===== src/rtl/breg_pair_sched_if.sv =====
// breg_pair_sched_if: two-requester operand-beat handshake bundle
interface breg_pair_sched_if;
    logic        s0_valid, s1_valid;
    logic [17:0] s0_data, s1_data;
    logic        s0_ready, s1_ready;
    modport master (output s0_valid, s1_valid, s0_data, s1_data, input s0_ready, s1_ready);
    modport slave  (input s0_valid, s1_valid, s0_data, s1_data, output s0_ready, s1_ready);
endinterface


===== src/rtl/breg_pair_sched.sv =====
// breg_pair_sched: round-robin operand-pair scheduler for a BREG=2 datapath
// Optional post-pair datapath clear cycle enabled by BREG_PAIR_SCHED_FLUSH_EN.
module breg_pair_sched (
    input  logic               clk,
    input  logic               RSTN,
    breg_pair_sched_if.slave   req,
    output logic [17:0]        B,
    output logic               CEB1,
    output logic               CEB2,
    output logic               INMODE,
    output logic               RSTB,
    output logic               mult_valid,
    output logic               mult_src,
    output logic               busy
);
`ifdef BREG_PAIR_SCHED_FLUSH_EN
    typedef enum logic [2:0] {IDLE, LOAD_A, LOAD_B, ISSUE_A, ISSUE_B, FLUSH} state_t;
`else
    typedef enum logic [2:0] {IDLE, LOAD_A, LOAD_B, ISSUE_A, ISSUE_B} state_t;
`endif
    state_t state, nxt;
    logic   grant, grant_nxt, last, last_nxt, load, fire;

    // last resets to 1 so requester 0 wins the first contention
    always_ff @(posedge clk or negedge RSTN) begin
        if (!RSTN) begin
            state <= IDLE;
            grant <= 1'b0;
            last  <= 1'b1;
        end else begin
            state <= nxt;
            grant <= grant_nxt;
            last  <= last_nxt;
        end
    end

    always_comb begin
        nxt       = state;
        grant_nxt = grant;
        last_nxt  = last;
        load      = state == LOAD_A || state == LOAD_B;
        fire      = load && (grant ? req.s1_valid : req.s0_valid);
        case (state)
            IDLE: if (req.s0_valid || req.s1_valid) begin
                nxt       = LOAD_A;
                grant_nxt = (req.s0_valid && req.s1_valid) ? ~last : req.s1_valid;
            end
            LOAD_A:  nxt = fire ? LOAD_B : LOAD_A;
            LOAD_B:  nxt = fire ? ISSUE_A : LOAD_B;
            ISSUE_A: nxt = ISSUE_B;
            ISSUE_B: begin
                last_nxt = grant;
`ifdef BREG_PAIR_SCHED_FLUSH_EN
                nxt      = FLUSH;
`else
                nxt      = IDLE;
`endif
            end
            default: nxt = IDLE;
        endcase
    end

    assign req.s0_ready = load && !grant;
    assign req.s1_ready = load && grant;
    assign mult_valid   = state == ISSUE_A || state == ISSUE_B;
    assign B            = (load || mult_valid) ? (grant ? req.s1_data : req.s0_data) : '0;
    assign CEB1         = fire;
    assign CEB2         = fire && state == LOAD_B;
    assign INMODE       = state == ISSUE_B;
    assign mult_src     = mult_valid && grant;
    assign busy         = state != IDLE;
`ifdef BREG_PAIR_SCHED_FLUSH_EN
    assign RSTB         = state == FLUSH;
`else
    assign RSTB         = 1'b0;
`endif
endmodule


===== src/flat_wrapper.sv =====
// flat-port wrapper written by rule: the top's interface ports become plain ports
module breg_pair_sched_flat 
  (clk, RSTN, B, CEB1, CEB2, INMODE, RSTB, mult_valid, mult_src, busy, req_s0_valid, req_s1_valid, req_s0_data, req_s1_data, req_s0_ready, req_s1_ready);
  breg_pair_sched_if req_i ();
  input  logic clk;
  input  logic RSTN;
  output logic [17:0] B;
  output logic CEB1;
  output logic CEB2;
  output logic INMODE;
  output logic RSTB;
  output logic mult_valid;
  output logic mult_src;
  output logic busy;
  input wire logic [$bits(req_i.s0_valid)-1:0] req_s0_valid;
  input wire logic [$bits(req_i.s1_valid)-1:0] req_s1_valid;
  input wire logic [$bits(req_i.s0_data)-1:0] req_s0_data;
  input wire logic [$bits(req_i.s1_data)-1:0] req_s1_data;
  output wire logic [$bits(req_i.s0_ready)-1:0] req_s0_ready;
  output wire logic [$bits(req_i.s1_ready)-1:0] req_s1_ready;
  assign req_i.s0_valid = req_s0_valid;
  assign req_i.s1_valid = req_s1_valid;
  assign req_i.s0_data = req_s0_data;
  assign req_i.s1_data = req_s1_data;
  assign req_s0_ready = req_i.s0_ready;
  assign req_s1_ready = req_i.s1_ready;
  breg_pair_sched u_core (.clk(clk), .RSTN(RSTN), .req(req_i), .B(B), .CEB1(CEB1), .CEB2(CEB2), .INMODE(INMODE), .RSTB(RSTB), .mult_valid(mult_valid), .mult_src(mult_src), .busy(busy));
endmodule

===== config.mk =====
export PLATFORM = sky130hd
export DESIGN_NAME = breg_pair_sched_flat
export DESIGN_NICKNAME = d
export VERILOG_FILES = /design/src/rtl/breg_pair_sched_if.sv /design/src/rtl/breg_pair_sched.sv /design/src/flat_wrapper.sv
export SDC_FILE = /design/constraint.sdc
export NUM_CORES = 1
export LEC_CHECK = 0
export CAP_MARGIN = 40
export CORE_AREA = 2 2 50 52
export CTS_CLUSTER_DIAMETER = 100
export DETAILED_ROUTE_END_ITERATION = 8
export DIE_AREA = 0 0 52 54
export PLACE_DENSITY = 0.9
export SLEW_MARGIN = 0
export SYNTH_ARGS = -nofsm -noshare
export SYNTH_HDL_FRONTEND = slang
export SYNTH_SLANG_ARGS = --single-unit

===== constraint.sdc =====
create_clock -name clk -period 1.45 [get_ports clk]
set_input_delay 0.3625 -clock clk [delete_from_list [all_inputs] [get_ports clk]]
set_output_delay 0.3625 -clock clk [all_outputs]
set_load 0.01 [all_outputs]

==> impl_metrics.ini <==
[global_routing]
grtUsageTotal_pct = 20.4
gr-total-overflow = 0
antenna_found_initial = 0
grt_pass1_wl_mm = 4.20
grt_max_degree = 13
grt_pass1_vias = 918

[outcome]
status = complete, but fails checks
violations = setup timing

[cts]
cts_tree = done
clk_pin_slew_ns = 0.05
cts_root_buf = clkbuf_4
numCtsBuffers = 3
cts_buffer_depth = 2
cts.sinks = 5
cts-htree-levels = 1
clock_latency_ns = 0.25
ctsHoldBuffers = 0

[power_and_ir_drop]
p_comb_share_pct = 86.4
ir_drop_mv = 1.39
power_density_mw_per_mm2 = 2240
p_clk_share_pct = 4.4
p_int_mw = 2.16
leakagePower_nw = 0.800
pwr-share-seq_pct = 9.2
swShare_pct = 43.7
p_switching_mw = 1.68

[logic_synthesis]
yosys_warnings = 0
avgSynthCellArea_sq_um = 8.16
syn_area_sq_um = 612
synth_fp_nets = 115
ys_seq_area_share_pct = 20.7
syn_inst = 75
synth.ff_latch_count = 5
yosys.cell_types.count = 28

[detailed_routing]
via_count = 934
viasPerCell = 4.62
post-route-drc-count = 0
wl_per_cell_um = 14.4
drt_iter0_drc = 2
drt_pass1_iterations = 3
postRouteWirelength_mm = 2.91
ant_nets = 0

[critical_path]
slowest_delay_ns = 0.47
worstSetupPathType = reg -> out
required_ns = 1.09
worstPathArrival_ns = 1.51
crit_chain = buf_6 > and3b_1 > or2_1 > and2_4 > buf_6
cpMostUsedCell = buf_6
crit_path_end_kind = primary output
crit_family = simple AND/OR/NAND/NOR gates
cp_slowest_cell = dfrtp_2
crit_fanout = 5
cp-start-kind = flip-flop
path_buf_inv = 2

[die]
coreArea_sq_mm = 0.00232
start_util_pct = 26.4
dieArea_sq_mm = 0.00281
die_height_um = 54
fp.dieW_um = 52
pin_count = 67
rows = 18

[sta]
rsz0062_at_grt = true
fmax_mhz = 534
fin_skew_ns = 0.00419
setup_ws_ns = -0.424
hold_violations = 0
post-route-period-util_pct = 129
fin_crit_ns = 1.87
whs_ns = 0.341
setup_viol = 27
timing.setup.tns_ns = -8.73
maxSlewViolCount = 0

[layout]
antenna_cells = 0
drive_above_1_share_pct = 55.2
stdcell_count = 202
fillers = 167
multi_input_area_sq_um = 631
syn2layout_area_growth_pct = 180
final_core_util_pct = 73.9
seq_area_sq_um = 131
final_area_sq_mm = 0.00172
nets = 213

[placement]
place_inst = 172
dp_hpwl_mm = 1.72
place_congestion = 0.745
postPlaceCellArea_sq_mm = 0.00134
portBuffers = 65

[run]
max_cap_violations = 0

[worst_hold_path]
hold_class = in -> async
## kinds of logic (layout without fill, tap and decap cells)
family | count (synthesis) | in the layout | synth area share (%)
DFF | 5 | 5 | 20.7
muxes | 20 | 20 | 33.5
AOI/OAI and AO/OA | 6 | 6 | 8.79
other | 1 | 1 | 0.613
buffers and inverters | 7 | 101 | 7.56
and+or+nand+nor | 36 | 39 | 28.8
## layout make-up
cell class / instances / share of cell area, %
Sequential cell: 5 / 7.66
Tap cell: 30 / 2.19
Clock buffer: 4 / 1.53
Inverter: 2 / 0.584
Multi-Input combinational cell: 66 / 36.8
Timing Repair Buffer: 95 / 51.3
## flip-flops by register name, indices dropped and copies added, names as in the netlist
name / count
u_core.state: 3
u_core.last: 1
u_core.grant: 1
## through the flow
stage          worst slack [ns]  power (mW)
3_3_place_gp             -0.705        2.50
3_5_place_dp             -0.730        2.54
4_1_cts                  -0.414        3.34
6_report                 -0.424        3.84
2_1_floorplan          -0.00954        1.47
5_1_grt                  -0.486        4.08
## power by group through the flow
stage | logic (mW) | registers [mW] | clock network, mW
finish | 3.32 | 0.353 | 0.169
global route | 3.53 | 0.362 | 0.191
CTS | 2.82 | 0.342 | 0.173
detailed placement | 2.19 | 0.348 | 0
global placement | 2.15 | 0.343 | 0
floorplan | 1.15 | 0.323 | 0
## synthesized netlist by cell type
| cell type | instances | area [sq um] |
|---|---|---|
| nand2_1 | 2 | 7.51 |
| nand2_4 | 1 | 11.3 |
| nand2b_1 | 2 | 12.5 |
| mux2i_1 | 18 | 180 |
| a2bb2oi_1 | 1 | 8.76 |
| a21o_1 | 1 | 7.51 |
| mux2_1 | 1 | 11.3 |
| inv_1 | 1 | 3.75 |
| o21a_1 | 1 | 7.51 |
| nor3_2 | 1 | 10.0 |
| nor3b_2 | 1 | 12.5 |
| dfrtp_1 | 4 | 100 |
| and2_1 | 1 | 6.26 |
| mux2i_2 | 1 | 13.8 |
| o21ai_1 | 1 | 5.00 |
| nor2_1 | 24 | 90.1 |
| buf_4 | 3 | 22.5 |
| and3b_1 | 1 | 8.76 |
| a2111oi_2 | 1 | 15.0 |
| buf_6 | 1 | 11.3 |
| inv_2 | 1 | 3.75 |
| dfstp_2 | 1 | 26.3 |
| or2_1 | 1 | 6.26 |
| nor3_1 | 1 | 5.00 |
| a32o_1 | 1 | 10.0 |
| conb_1 | 1 | 3.75 |
| nor2b_1 | 1 | 6.26 |
| buf_2 | 1 | 5.00 |
## placed cells by master, fill, tap and decap left out, types with 3 or more instances in the layout
| cell | n |
|---|---|
| clkdlybuf4s50_1 | 38 |
| buf_6 | 23 |
| buf_2 | 16 |
| mux2i_1 | 15 |
| buf_4 | 14 |
| nor2_1 | 9 |
| nor2_2 | 8 |
| nor2_4 | 7 |
| dfrtp_2 | 4 |
| clkbuf_4 | 3 |
## timing repair
item / 4_1_cts / 5_1_grt
resized for setup: 131 / 35
cloned: 3 / 0
buffers inserted: 20 / 3
endpoints found under the setup margin: 26 / 28
pin swaps: 21 / 6
## routing by layer
layer | GRT usage (%) | up-vias | wire length, um
met2 | 40.1 | 46 | 1710
met1 | 22.5 | 434 | 1030
met4 | 7.46 | 0 | 38
li1 | - | 450 | -
met3 | 1.94 | 4 | 142
met5 | 0 | - | 0
## path summary, 6_finish.rpt
path | from | cells after the start | to | slack [ns]
setup / recovery | u_core.state[1] | 5 | mult_src | -0.42
hold / removal | RSTN | 1 | u_core.state[0] | 0.34
setup reg to reg | u_core.state[1] | 6 | u_core.last | -0.08
hold reg to reg | u_core.last | 2 | u_core.grant | 0.64
max in group asynchronous | RSTN | 1 | u_core.last | 0.85
min in group clk | u_core.last | 2 | u_core.grant | 0.64
Power figures use the tool's default switching activity.
